==> src/rtl/riscv_ctrl_pkg.sv <==
// Shared definitions for the multi-cycle RV64 sequencer and the datapath decoder:
// FSM states, opcode class constants and trap cause encodings.
package riscv_ctrl_pkg;

    typedef enum logic [2:0] {
        ST_IDLE,
        ST_FETCH,
        ST_DECODE,
        ST_EXEC,
        ST_MEM,
        ST_WB,
        ST_HALT,
        ST_TRAP
    } state_t;

    localparam logic [6:0] OPC_R      = 7'b0110011;
    localparam logic [6:0] OPC_I      = 7'b0010011;
    localparam logic [6:0] OPC_LOAD   = 7'b0000011;
    localparam logic [6:0] OPC_STORE  = 7'b0100011;
    localparam logic [6:0] OPC_BRANCH = 7'b1100011;
    localparam logic [6:0] OPC_ECALL  = 7'b1110011;

    localparam logic [1:0] CAUSE_NONE    = 2'b00;
    localparam logic [1:0] CAUSE_ILLEGAL = 2'b01;
    localparam logic [1:0] CAUSE_TIMEOUT = 2'b10;

    // One-hot instruction class; all-zero means illegal.
    typedef struct packed {
        logic r;
        logic i;
        logic load;
        logic store;
        logic branch;
        logic ecall;
    } op_class_t;

endpackage

==> src/rtl/multicycle_control_if.sv <==
// Datapath/memory-port signal bundle between the sequencer (master) and the
// datapath it steers (slave).
interface multicycle_control_if #(parameter int CNT_W = 32);

    logic             start;
    logic [6:0]       opcode;
    logic             branch_taken;
    logic             mem_ready;
    logic             pc_write;
    logic             pc_src;
    logic             ir_write;
    logic             reg_write;
    logic             mem_to_reg;
    logic             alu_src_imm;
    logic             mem_req;
    logic             mem_we;
    logic             busy;
    logic             halted;
    logic             trap;
    logic [1:0]       trap_cause;
    logic [CNT_W-1:0] retired;

    modport master (
        input  start, opcode, branch_taken, mem_ready,
        output pc_write, pc_src, ir_write, reg_write, mem_to_reg, alu_src_imm,
               mem_req, mem_we, busy, halted, trap, trap_cause, retired
    );

    modport slave (
        output start, opcode, branch_taken, mem_ready,
        input  pc_write, pc_src, ir_write, reg_write, mem_to_reg, alu_src_imm,
               mem_req, mem_we, busy, halted, trap, trap_cause, retired
    );

endinterface

==> src/rtl/opcode_classify.sv <==
// Combinational opcode decoder: one-hot instruction class plus illegal flag.
module opcode_classify
    import riscv_ctrl_pkg::*;
(
    input  logic [6:0] opcode,
    output op_class_t  op_class,
    output logic       illegal
);

    always_comb begin
        op_class        = '0;
        op_class.r      = (opcode == OPC_R);
        op_class.i      = (opcode == OPC_I);
        op_class.load   = (opcode == OPC_LOAD);
        op_class.store  = (opcode == OPC_STORE);
        op_class.branch = (opcode == OPC_BRANCH);
        op_class.ecall  = (opcode == OPC_ECALL);
        illegal         = (op_class == '0);
    end

endmodule

==> src/rtl/multicycle_control.sv <==
// Multi-cycle sequencer: steps FETCH/DECODE/EXEC/MEM/WB, drives per-state datapath
// strobes, bounds memory waits and counts retired instructions.
module multicycle_control
    import riscv_ctrl_pkg::*;
#(
    parameter int TIMEOUT = 16,
    parameter int CNT_W   = 32
) (
    input  logic                 clk,
    input  logic                 reset_n,
    multicycle_control_if.master bus
);

    localparam int                WAIT_W    = (TIMEOUT > 1) ? $clog2(TIMEOUT) : 1;
    localparam logic [WAIT_W-1:0] WAIT_LAST = WAIT_W'(TIMEOUT - 1);

    state_t            state_reg;
    logic [6:0]        op_q_reg;
    logic [WAIT_W-1:0] wait_cnt_reg;
    logic [CNT_W-1:0]  retired_reg;
    logic [1:0]        cause_reg;

    op_class_t  op_class;
    logic       op_illegal;
    logic [6:0] class_src;
    logic       mem_phase;
    logic       timeout_hit;
    logic       retire;

    // DECODE classifies the live IR opcode; every later state uses the latched copy.
    assign class_src = (state_reg == ST_DECODE) ? bus.opcode : op_q_reg;

    opcode_classify u_classify (
        .opcode   (class_src),
        .op_class (op_class),
        .illegal  (op_illegal)
    );

    assign mem_phase   = (state_reg == ST_FETCH) || (state_reg == ST_MEM);
    assign timeout_hit = mem_phase && !bus.mem_ready && (wait_cnt_reg == WAIT_LAST);
    assign retire      = ((state_reg == ST_EXEC) && op_class.branch)
                      || ((state_reg == ST_MEM) && op_class.store && bus.mem_ready)
                      ||  (state_reg == ST_WB);

    always_ff @(posedge clk) begin
        if (!reset_n) begin
            state_reg    <= ST_IDLE;
            op_q_reg     <= '0;
            wait_cnt_reg <= '0;
            retired_reg  <= '0;
            cause_reg    <= CAUSE_NONE;
        end else begin
            if (retire && (retired_reg != '1))
                retired_reg <= retired_reg + CNT_W'(1);

            case (state_reg)
                ST_IDLE: begin
                    if (bus.start) begin
                        state_reg    <= ST_FETCH;
                        wait_cnt_reg <= '0;
                    end
                end
                ST_FETCH: begin
                    if (bus.mem_ready) begin
                        state_reg <= ST_DECODE;
                    end else if (timeout_hit) begin
                        state_reg <= ST_TRAP;
                        cause_reg <= CAUSE_TIMEOUT;
                    end else begin
                        wait_cnt_reg <= wait_cnt_reg + WAIT_W'(1);
                    end
                end
                ST_DECODE: begin
                    op_q_reg <= bus.opcode;
                    if (op_class.ecall) begin
                        state_reg <= ST_HALT;
                    end else if (op_illegal) begin
                        state_reg <= ST_TRAP;
                        cause_reg <= CAUSE_ILLEGAL;
                    end else begin
                        state_reg <= ST_EXEC;
                    end
                end
                ST_EXEC: begin
                    if (op_class.branch) begin
                        state_reg    <= ST_FETCH;
                        wait_cnt_reg <= '0;
                    end else if (op_class.load || op_class.store) begin
                        state_reg    <= ST_MEM;
                        wait_cnt_reg <= '0;
                    end else if (op_class.r || op_class.i) begin
                        state_reg <= ST_WB;
                    end else begin
                        state_reg <= ST_TRAP;
                        cause_reg <= CAUSE_ILLEGAL;
                    end
                end
                ST_MEM: begin
                    if (bus.mem_ready) begin
                        if (op_class.store) begin
                            state_reg    <= ST_FETCH;
                            wait_cnt_reg <= '0;
                        end else begin
                            state_reg <= ST_WB;
                        end
                    end else if (timeout_hit) begin
                        state_reg <= ST_TRAP;
                        cause_reg <= CAUSE_TIMEOUT;
                    end else begin
                        wait_cnt_reg <= wait_cnt_reg + WAIT_W'(1);
                    end
                end
                ST_WB: begin
                    state_reg    <= ST_FETCH;
                    wait_cnt_reg <= '0;
                end
                default: state_reg <= state_reg;
            endcase
        end
    end

    always_comb begin
        bus.pc_write    = 1'b0;
        bus.pc_src      = 1'b0;
        bus.ir_write    = 1'b0;
        bus.reg_write   = 1'b0;
        bus.mem_to_reg  = 1'b0;
        bus.alu_src_imm = 1'b0;
        bus.mem_req     = 1'b0;
        bus.mem_we      = 1'b0;
        case (state_reg)
            ST_FETCH: begin
                bus.mem_req  = 1'b1;
                bus.ir_write = bus.mem_ready;
            end
            ST_EXEC: begin
                bus.alu_src_imm = op_class.i || op_class.load || op_class.store;
                if (op_class.branch) begin
                    bus.pc_write = 1'b1;
                    bus.pc_src   = bus.branch_taken;
                end
            end
            ST_MEM: begin
                bus.mem_req     = 1'b1;
                bus.alu_src_imm = 1'b1;
                bus.mem_we      = op_class.store;
                bus.pc_write    = op_class.store && bus.mem_ready;
            end
            ST_WB: begin
                bus.reg_write  = 1'b1;
                bus.mem_to_reg = op_class.load;
                bus.pc_write   = 1'b1;
            end
            default: ;
        endcase
    end

    assign bus.busy       = (state_reg != ST_IDLE) && (state_reg != ST_HALT) && (state_reg != ST_TRAP);
    assign bus.halted     = (state_reg == ST_HALT);
    assign bus.trap       = (state_reg == ST_TRAP);
    assign bus.trap_cause = cause_reg;
    assign bus.retired    = retired_reg;

endmodule

==> src/flat_wrapper.sv <==
// flat-port wrapper written by rule: the top's interface ports become plain ports
module multicycle_control_flat import riscv_ctrl_pkg::*;
#(
    parameter int TIMEOUT = 16,
    parameter int CNT_W   = 32
)
  (clk, reset_n, bus_start, bus_opcode, bus_branch_taken, bus_mem_ready, bus_pc_write, bus_pc_src, bus_ir_write, bus_reg_write, bus_mem_to_reg, bus_alu_src_imm, bus_mem_req, bus_mem_we, bus_busy, bus_halted, bus_trap, bus_trap_cause, bus_retired);
  multicycle_control_if #(.CNT_W(CNT_W)) bus_i ();
  input  logic clk;
  input  logic reset_n;
  input wire logic [$bits(bus_i.start)-1:0] bus_start;
  input wire logic [$bits(bus_i.opcode)-1:0] bus_opcode;
  input wire logic [$bits(bus_i.branch_taken)-1:0] bus_branch_taken;
  input wire logic [$bits(bus_i.mem_ready)-1:0] bus_mem_ready;
  output wire logic [$bits(bus_i.pc_write)-1:0] bus_pc_write;
  output wire logic [$bits(bus_i.pc_src)-1:0] bus_pc_src;
  output wire logic [$bits(bus_i.ir_write)-1:0] bus_ir_write;
  output wire logic [$bits(bus_i.reg_write)-1:0] bus_reg_write;
  output wire logic [$bits(bus_i.mem_to_reg)-1:0] bus_mem_to_reg;
  output wire logic [$bits(bus_i.alu_src_imm)-1:0] bus_alu_src_imm;
  output wire logic [$bits(bus_i.mem_req)-1:0] bus_mem_req;
  output wire logic [$bits(bus_i.mem_we)-1:0] bus_mem_we;
  output wire logic [$bits(bus_i.busy)-1:0] bus_busy;
  output wire logic [$bits(bus_i.halted)-1:0] bus_halted;
  output wire logic [$bits(bus_i.trap)-1:0] bus_trap;
  output wire logic [$bits(bus_i.trap_cause)-1:0] bus_trap_cause;
  output wire logic [$bits(bus_i.retired)-1:0] bus_retired;
  assign bus_i.start = bus_start;
  assign bus_i.opcode = bus_opcode;
  assign bus_i.branch_taken = bus_branch_taken;
  assign bus_i.mem_ready = bus_mem_ready;
  assign bus_pc_write = bus_i.pc_write;
  assign bus_pc_src = bus_i.pc_src;
  assign bus_ir_write = bus_i.ir_write;
  assign bus_reg_write = bus_i.reg_write;
  assign bus_mem_to_reg = bus_i.mem_to_reg;
  assign bus_alu_src_imm = bus_i.alu_src_imm;
  assign bus_mem_req = bus_i.mem_req;
  assign bus_mem_we = bus_i.mem_we;
  assign bus_busy = bus_i.busy;
  assign bus_halted = bus_i.halted;
  assign bus_trap = bus_i.trap;
  assign bus_trap_cause = bus_i.trap_cause;
  assign bus_retired = bus_i.retired;
  multicycle_control #(.TIMEOUT(TIMEOUT), .CNT_W(CNT_W)) u_core (.clk(clk), .reset_n(reset_n), .bus(bus_i));
endmodule
==> config.mk <==
export PLATFORM = sky130hd
export DESIGN_NAME = multicycle_control_flat
export DESIGN_NICKNAME = d
export VERILOG_FILES = /design/src/rtl/riscv_ctrl_pkg.sv /design/src/rtl/multicycle_control_if.sv /design/src/rtl/opcode_classify.sv /design/src/rtl/multicycle_control.sv /design/src/flat_wrapper.sv
export SDC_FILE = /design/constraint.sdc
export NUM_CORES = 1
export LEC_CHECK = 0
export CAP_MARGIN = 20
export CORE_UTILIZATION = 41
export CTS_CLUSTER_SIZE = 28
export DETAILED_ROUTE_END_ITERATION = 8
export PLACE_DENSITY = 0.69
export SLEW_MARGIN = 20
export SYNTH_ARGS = -nofsm -noshare
export SYNTH_HDL_FRONTEND = slang
export SYNTH_SLANG_ARGS = --single-unit
==> constraint.sdc <==
create_clock -name clk -period 2.48 [get_ports clk]
set_input_delay 0.496 -clock clk [delete_from_list [all_inputs] [get_ports clk]]
set_output_delay 0.496 -clock clk [all_outputs]
set_load 0.005 [all_outputs]
Word-level counts from Yosys, hierarchy flattened
Index checks and enable logic that the tools add are counted. W data, S select, Z words.

Register bits after elaboration: 48. Latch bits: 0. RAM bits: 0. ROM bits: 0. Input port bits: 12. Word-level logic and storage cells: 100. Memories kept: 0.

Add/subtract/negate cells: 2. $mul: 0. Divide/modulo/power cells: 0. Order comparisons: 0. Eq/ne operators: 28. Shift operators: 0. Mux-type cells: 38. Bitwise gates (word level): 0. Reductions and logical operators: 27.

Operators with widths (count): $add A32 B1 Y32 const B (1); $ne A32 B32 Y1 const B (1); $mux W4 (7); $mux W3 (9); $pmux W4 S5 (1); $pmux W3 S6 (1); $mux W2 (8); $eq A7 B6 Y1 const B (2); $eq A7 B7 Y1 const B (2); $ne A2 B2 Y1 const B (7); $eq A3 B3 Y1 const B (4); $logic_and A1 B1 Y1 (9); $mux W1 (8); $reduce_and A8 Y1 (1); $eq A7 B2 Y1 const B (1); $eq A7 B5 Y1 const B (1); $logic_or A1 B1 Y1 (7); $mux W7 (1); $eq A3 B2 Y1 const B (2); $logic_not A6 Y1 (1); $ne A3 B2 Y1 const B (2); $ne A3 B3 Y1 const B (2); $pmux W2 S3 (1); $reduce_bool A3 Y1 (2); other kinds (13) (14).

Depth between registers and ports, before layout
Gate-level depths: netlist of the first run.

Depth in word-level cells: 8. Gate-level depth with buffers: 8.

By module
Synthesis of the first run repeated with hierarchy kept, for this count alone.

Cells, all modules: 327. Area, all modules: 2712.6 um^2.

Modules (own cells, without submodules): multicycle_control (times used 1, cells an instance 316, area an instance 2595.0 um^2, seq. area each 960.9 um^2); opcode_classify (times used 1, cells an instance 11, area an instance 117.6 um^2, seq. area each 0.0 um^2).

Least setup slack after synthesis of the first run
OpenSTA, ideal clock, no wires.

Kind: flip-flop to output port. From: register u_core.state_reg[1]. To: output port bus_pc_write. Arrival time: 1.516 ns. Slack: 0.468 ns. Cell stages (with the launch flop): 7. Path buffers: 2. Cells stage by stage: dfxtp_1 > buf_2 > nor3b_1 > nor3_1 > o31ai_2 > buf_2 > inv_1.

Cells in the longest elaborated chain, start to end: 5. Elaborated cells between the ends (all ways): 10. Those cells by class: eq/ne: 6; mux: 3; reduce/logical: 1.

RTL lines: start, declared (line multicycle_control.sv:17) `state_t state_reg;`; start signal, assigned (line multicycle_control.sv:117) `default: state_reg <= state_reg;`; $eq A3 B2 Y1 (line multicycle_control.sv:31) `assign class_src = (state_reg == ST_DECODE) ? bus.opcode : op_q_reg;`; $mux W7 (line multicycle_control.sv:31); $eq A7 B7 Y1 or $eq A7 B6 Y1 (tied branches) (line opcode_classify.sv:16, opcode_classify.sv:15); $mux W1 or $logic_and A1 B1 Y1 (tied branches) (line multicycle_control.sv:138, multicycle_control.sv:147); $pmux W1 S3 (*) (line multicycle_control.sv:131) `case (state_reg)`; end, declared (line flat_wrapper.sv:15) `output wire logic [$bits(bus_i.pc_write)-1:0] bus_pc_write;`.

Every way passes the cells marked *; elsewhere a longest branch is shown, timed or not.

Final worst setup path of the first run
From: input port bus_opcode[2]. To: output port bus_pc_write.

Cells in the longest elaborated chain, start to end: 4. Elaborated cells between the ends (all ways): 6. Those cells by class: eq/ne: 2; mux: 3; reduce/logical: 1.

RTL lines: start, declared (line flat_wrapper.sv:12) `input wire logic [$bits(bus_i.opcode)-1:0] bus_opcode;`; $mux W7 (*) (line multicycle_control.sv:31); $eq A7 B7 Y1 or $eq A7 B6 Y1 (tied branches) (line opcode_classify.sv:16, opcode_classify.sv:15); $mux W1 or $logic_and A1 B1 Y1 (tied branches) (line multicycle_control.sv:138, multicycle_control.sv:147); $pmux W1 S3 (*) (line multicycle_control.sv:131).

Marks and branches as above.

==> results of run 1 <==
-- cells in the final DEF, fill, tap and decap left out, types with 3 or more instances in the layout --
cell / count
nor4_1: 17
nor2_1: 15
mux2i_1: 15
o311ai_0: 3
nor3b_1: 4
a311oi_1: 3
nor3_1: 9
nand2b_1: 18
and4_1: 3
o21ai_0: 4
clkbuf_8: 5
nand3_1: 23
nand4_1: 8
inv_1: 9
and3_1: 5
o31ai_1: 14
dfxtp_1: 47
clkdlybuf4s50_1: 52
or3_1: 5
or4_1: 13
buf_4: 23
a21oi_1: 32
nand2_1: 57
-- final cells by class --
class / instances / area share (%)
inverter: 10 / 0.980
clock inverter: 2 / 0.915
multi-input combinational: 292 / 48.4
timing repair buffer: 80 / 19.5
sequential: 48 / 25.1
tap: 96 / 3.14
clock buffer: 6 / 1.89
-- power groups by stage --
stage / logic (uW) / registers, uW / clock network (uW)
finish: 326 / 809 / 572
global route: 365 / 812 / 619
CTS: 317 / 808 / 583
detailed placement: 312 / 825 / 0
global placement: 305 / 824 / 0
floorplan: 188 / 819 / 0
-- metal layers --
metal	GRT usage [%]	wire (um)	up-vias	part of all wire, %
li1	-	-	1523	-
met1	28.5	3540	1405	47
met2	35.3	3520	84	47
met3	3.27	438	6	5.8
met4	5.76	59	0	0.78
met5	0	0	-	0
-- per-stage QoR --
stage / power (uW) / hold WS (ps) / instance area (um^2) / setup TNS [ps] / util (%)
3_5_place_dp: 1140 / 447 / 3650 / -4660 / 53.8
5_1_grt: 1800 / 496 / 3830 / -36.1 / 56.4
6_report: 1710 / 467 / 3830 / 0 / 56.4
2_1_floorplan: 1010 / 432 / 2880 / 0 / -
3_3_place_gp: 1130 / 441 / 3650 / -3730 / 53.8
4_1_cts: 1710 / 465 / 3800 / 0 / 55.9
-- path summary, 6_finish.rpt --
check	start	cells past startpoint	slack (ps)	end
setup / recovery	bus_opcode[2]	7	40	bus_pc_write
hold / removal	u_core.op_q_reg[3]	2	470	u_core.op_q_reg[3]
setup reg to reg	u_core.state_reg[1]	7	260	u_core.bus.retired[9]
hold reg to reg	u_core.op_q_reg[3]	2	470	u_core.op_q_reg[3]
-- critical path: stages --
cell and delay, ps:
clkdlybuf4s50_1 500, nand4bb_4 160, nor3_4 50, buf_4 150, o31ai_4 230, inv_1 80
dlygate4sd2_1 270
-- cell families after synthesis --
kind of cell	Yosys count
AND/OR/NAND/NOR	197
AO/OA/AOI/OAI	77
flip-flops	48
buffers and inverters	35
multiplexers	15
adder cells (fa/ha/maj)	2
XOR/XNOR	1
==> impl_metrics.toml, run 1 <==
[critical_path]
required_ps = 1980
worst_setup_path_end_kind = "output pin"
worstSetupPathType = "in2out"
worst_setup_path_start_kind = "primary input"
path_max_fanout = 3
cp_data_arrival_time_ps = 1940

[yosys]
synth_fa_ha_area_share_pct = 0.868
yosysMostFrequentCell = "nand2_1"
yosys.area.top_type = "dfxtp_1"
synth_top_family_by_area = "simple AND/OR/NAND/NOR gates"
synth_area_per_cell_um2 = 7.68
synth-simple-area-share_pct = 37.4
synthCells = 375
synth_xor_area_share_pct = 0.304
syn_area_um2 = 2880
async_flop_share_pct = 0
synth_area_leaders = "dfxtp_1, nand2_1, a21oi_1"
syn-num-nets = 389
synth.distinct_cells = 49
ys_ff_latch = 48
ys.flop_type = "dfxtp_1"
synth_mux_area_share_pct = 5.21
synth_edf_count = 0
synth_top_area_share_pct = 33.3
yosysSeqAreaShare_pct = 33.3
ys_warn_count = 0
synth_compound_area_share_pct = 17.9
synth_common_cells = "nand2_1, dfxtp_1, a21oi_1"

[drt]
finalWirelength_mm = 7.56
drc = 0
avgViaCountPerCell = 5.65
wire_per_inst_um = 14.2
ant_nets = 0
via_count = 3018
dr.pass1.iters = 4
drtIter0Drc = 160

[global_route]
gr-total-overflow = 0
grt_max_degree = 43
grt.total_usage_pct = 21.2
grt_antenna_before_repair = 0
grt_pass1_vias = 2721
grt_pass1_wl_mm = 12.7

[cts]
clockRootBuffer = "clkbuf_8"
cts_setup_buffers = 0
cts_tree = "built"
cts.sinks = 48
cts_max_path_buffers = 2
clk_latency_ps = 300
cts_resized = 7
cts.reportedPaths.clkPinSlew_ps = 90
htreeDepth = 2
hold_buffers = 0
cts_buffers = 5

[place]
place_congestion = 0.829
io_buffers = 56
dp_slack_ps = -290
dp.final_hpwl_mm = 5.31
dp.cells = 526

[pwr]
pwr-share-clk_pct = 33.5
p_per_area_nw_per_um2 = 446
seqPwrFrac_pct = 47.4
p_comb_share_pct = 19.1
power_switching_uw = 462
vdd_ir_drop_max_mv = 0.223
p_int_uw = 1250
switching_share_pct = 27.0
power_leakage_uw = 0.00125

[die]
io_pins = 57
die_h_um = 85.8
initial_core_util_pct = 42.4
rows = 30
dieArea_um2 = 7370
die_w_um = 85.8
core_um2 = 6790

[timing]
rsz0062_at_grt = "yes"
tightest_slew_ps = 747
skew_ps = 5.01
period_minus_slack_ps = 2440
setup_viol = 0
timing.final.max_slew_violations = 0
setup_ws_ps = 40.9
period_share_pct = 98.3
hold_violations = 0
fmax_ghz = 0.410
maxSlewHeadroom_pct = 50.2

[status]
status = "finished, final reports clean"

[layout]
areaGrowthSynthToFinish_pct = 32.9
insertedDiodeCount = 0
drive_gt1_share_pct = 10.7
fin_nets = 451
nFillCells = 673
multiInputGateArea_um2 = 1860
register_area_um2 = 962
finalNonFillerCells = 534
largest_reg_flops = 32

[worst_hold_path]
hold_path.class = "reg2reg"

[job]
maxCapViolCount = 0
No activity file was read; power rests on OpenSTA's default activity.
==> run 2, diff against run 1 <==
--- a/config.mk
+++ b/config.mk
@@ -9,8 +9,10 @@
 export CORE_UTILIZATION = 41
 export CTS_CLUSTER_SIZE = 28
 export DETAILED_ROUTE_END_ITERATION = 8
+export HOLD_SLACK_MARGIN = 0.02
 export PLACE_DENSITY = 0.69
 export SLEW_MARGIN = 20
 export SYNTH_ARGS = -nofsm -noshare
 export SYNTH_HDL_FRONTEND = slang
+export SYNTH_HIERARCHICAL = 1
 export SYNTH_SLANG_ARGS = --single-unit
==> impl_metrics.toml, run 2 <==
[layout]
most-common-layout-cells = "clkdlybuf4s50_1, buf_4, dfxtp_1, nand2_1, a21oi_1"
insertedDiodeCount = 0
fin_nets = 457
final_common_cell = "clkdlybuf4s50_1"
drive_gt1_share_pct = 32.4
nFillCells = 532
finalNonFillerCells = 518
post-route-util_pct = 67.0
largest_reg_flops = 32
areaGrowthSynthToFinish_pct = 57.8

[pwr]
power_switching_uw = 522
p_int_uw = 1270
vdd_ir_drop_max_mv = 0.241
p_total_uw = 1790
p_per_area_nw_per_um2 = 419
pwr-share-clk_pct = 23.6
seqPwrFrac_pct = 45.1
switching_share_pct = 29.1
p_comb_share_pct = 31.3
power_leakage_uw = 0.00151

[cts]
cts_tree = "built"
cts_buffers = 5
cts.reportedPaths.clkPinSlew_ps = 80
clk_latency_ps = 290
cts_max_path_buffers = 2
clockRootBuffer = "clkbuf_8"
cts.sinks = 48
htreeDepth = 2

[timing]
skew_ps = 5.61
tns_ps = -18740
setup_ws_ps = -584
period_share_pct = 124
tightest_slew_ps = 736
maxSlewHeadroom_pct = 50.6
rsz0062_at_grt = "yes"
period_minus_slack_ps = 3060
setup_viol = 45
timing.final.max_slew_violations = 0
fmax_ghz = 0.326
hold_violations = 0

[die]
die_w_um = 83.3
rows = 29
initial_core_util_pct = 42.5
io_pins = 57
dieArea_um2 = 6950
core_um2 = 6390
die_h_um = 83.3

[yosys]
synth_common_cells = "dfxtp_1, a21oi_1, nand2_1"
syn-num-nets = 341
yosysSeqAreaShare_pct = 35.4
synth_area_leaders = "dfxtp_1, a21oi_1, nand2_1"
yosysMostFrequentCell = "dfxtp_1"
ys_warn_count = 6
synth_top_area_share_pct = 35.4
ys_ff_latch = 48
synth_edf_count = 0
async_flop_share_pct = 0
synth_area_per_cell_um2 = 8.30
ys.flop_type = "dfxtp_1"
synth.distinct_cells = 60
yosys.area.top_type = "dfxtp_1"
synthCells = 327
syn_area_um2 = 2710

[critical_path]
required_ps = 2710
path_max_fanout = 4
cp_data_arrival_time_ps = 3290
worst_setup_path_start_kind = "register"
worst_setup_path_end_kind = "register"
worstSetupPathType = "reg2reg"

[drt]
avgViaCountPerCell = 5.81
dr.pass1.iters = 4
finalWirelength_mm = 8.16
wire_per_inst_um = 15.8
via_count = 3009
ant_nets = 0
drtIter0Drc = 94
drc = 0

[place]
dp.final_hpwl_mm = 5.24
dp_slack_ps = -741
place_congestion = 0.847
dp.cells = 490
io_buffers = 56

[worst_hold_path]
hold_path.class = "reg2reg"

[global_route]
grt_antenna_before_repair = 0
grt_max_degree = 23
gr-total-overflow = 0
grt.total_usage_pct = 23.7
grt_pass1_vias = 2899
grt_pass1_wl_mm = 13.6

[job]
maxCapViolCount = 0

[status]
violations = "negative setup slack"
status = "finished, violations left"
-- run 2: cell types whose count changed after synthesis, sizes merged, moves of 6 or more --
cell,before,now
mux2,0,7
o21ai,4,21
and2,1,10
nand2b,19,5
clkbuf,16,10
nor4,18,2
mux2i,15,4
nand2,57,27
nand3,23,15
or3,6,15
-- run 2: worst paths after layout --
path / startpoint / to / slack, ps / cells past startpoint
worst max-delay path: u_core/state_reg[1] / u_core/wait_cnt_reg[0] / -580 / 12
worst min-delay path: u_core/bus.trap_cause[0] / u_core/bus.trap_cause[0] / 490 / 2
worst max register to register: u_core/state_reg[1] / u_core/wait_cnt_reg[0] / -580 / 12
worst min register to register: u_core/bus.trap_cause[0] / u_core/bus.trap_cause[0] / 490 / 2
-- run 2: worst max-delay path, stage by stage (launching register included) --
cell       delay (ps)
dfxtp_2           330
nor2b_4           150
and2_4            180
mux2_4            310
nand4bb_4         290
nor4b_4           280
buf_4             170
buf_6              90
or4b_4            110
a32o_2            180
or3b_4            390
or4_1             400
a21oi_1           130
-- run 2: metrics by stage --
step,cell area [um^2],hold WS [ps]
5_1_grt,4280,519
3_3_place_gp,3750,452
4_1_cts,4160,485
6_report,4280,492
2_1_floorplan,2860,449
3_5_place_dp,3750,472
-- run 2: per-layer routing --
layer	part of all wire (%)	track usage [%]
met2	51	41.6
met4	1.4	8.78
met3	4.9	4.47
met5	0	0
met1	43	28.8
-- run 2: power groups by stage --
stage	sequential (uW)	clock, uW	combinational, uW
after floorplan	823	0	286
after global placement	825	0	443
after detailed placement	827	0	451
after CTS	809	445	513
after global routing	813	484	601
final	809	423	561
-- run 2: layout make-up --
cell class              count  area [um^2]  share of cell area [%]
inverters                   9         33.8                   0.789
clock buffers               5         68.8                    1.61
flip-flops and latches     48          962                    22.5
well taps                  77         96.3                    2.25
multi-input cells         257         2010                    46.9
repair buffers            122         1110                    25.9
-- run 2: timing repair --
action,in CTS,in global routing
gates resized for setup,47,35
setup buffers,17,6
endpoints found under the setup margin,45,47
hold buffers,0,0
hold endpoints to repair,0,0
gates cloned,3,0
pin swaps,22,15
-- run 2: kinds of logic after synthesis --
kind of cell             synth area share (%)
buffers and inverters                    4.34
flip-flops                               35.4
AND/OR/NAND/NOR                          34.5
adder cells (fa/ha/maj)                 0.922
multiplexers                             4.38
AO/OA/AOI/OAI                            19.5
XOR/XNOR                                0.969
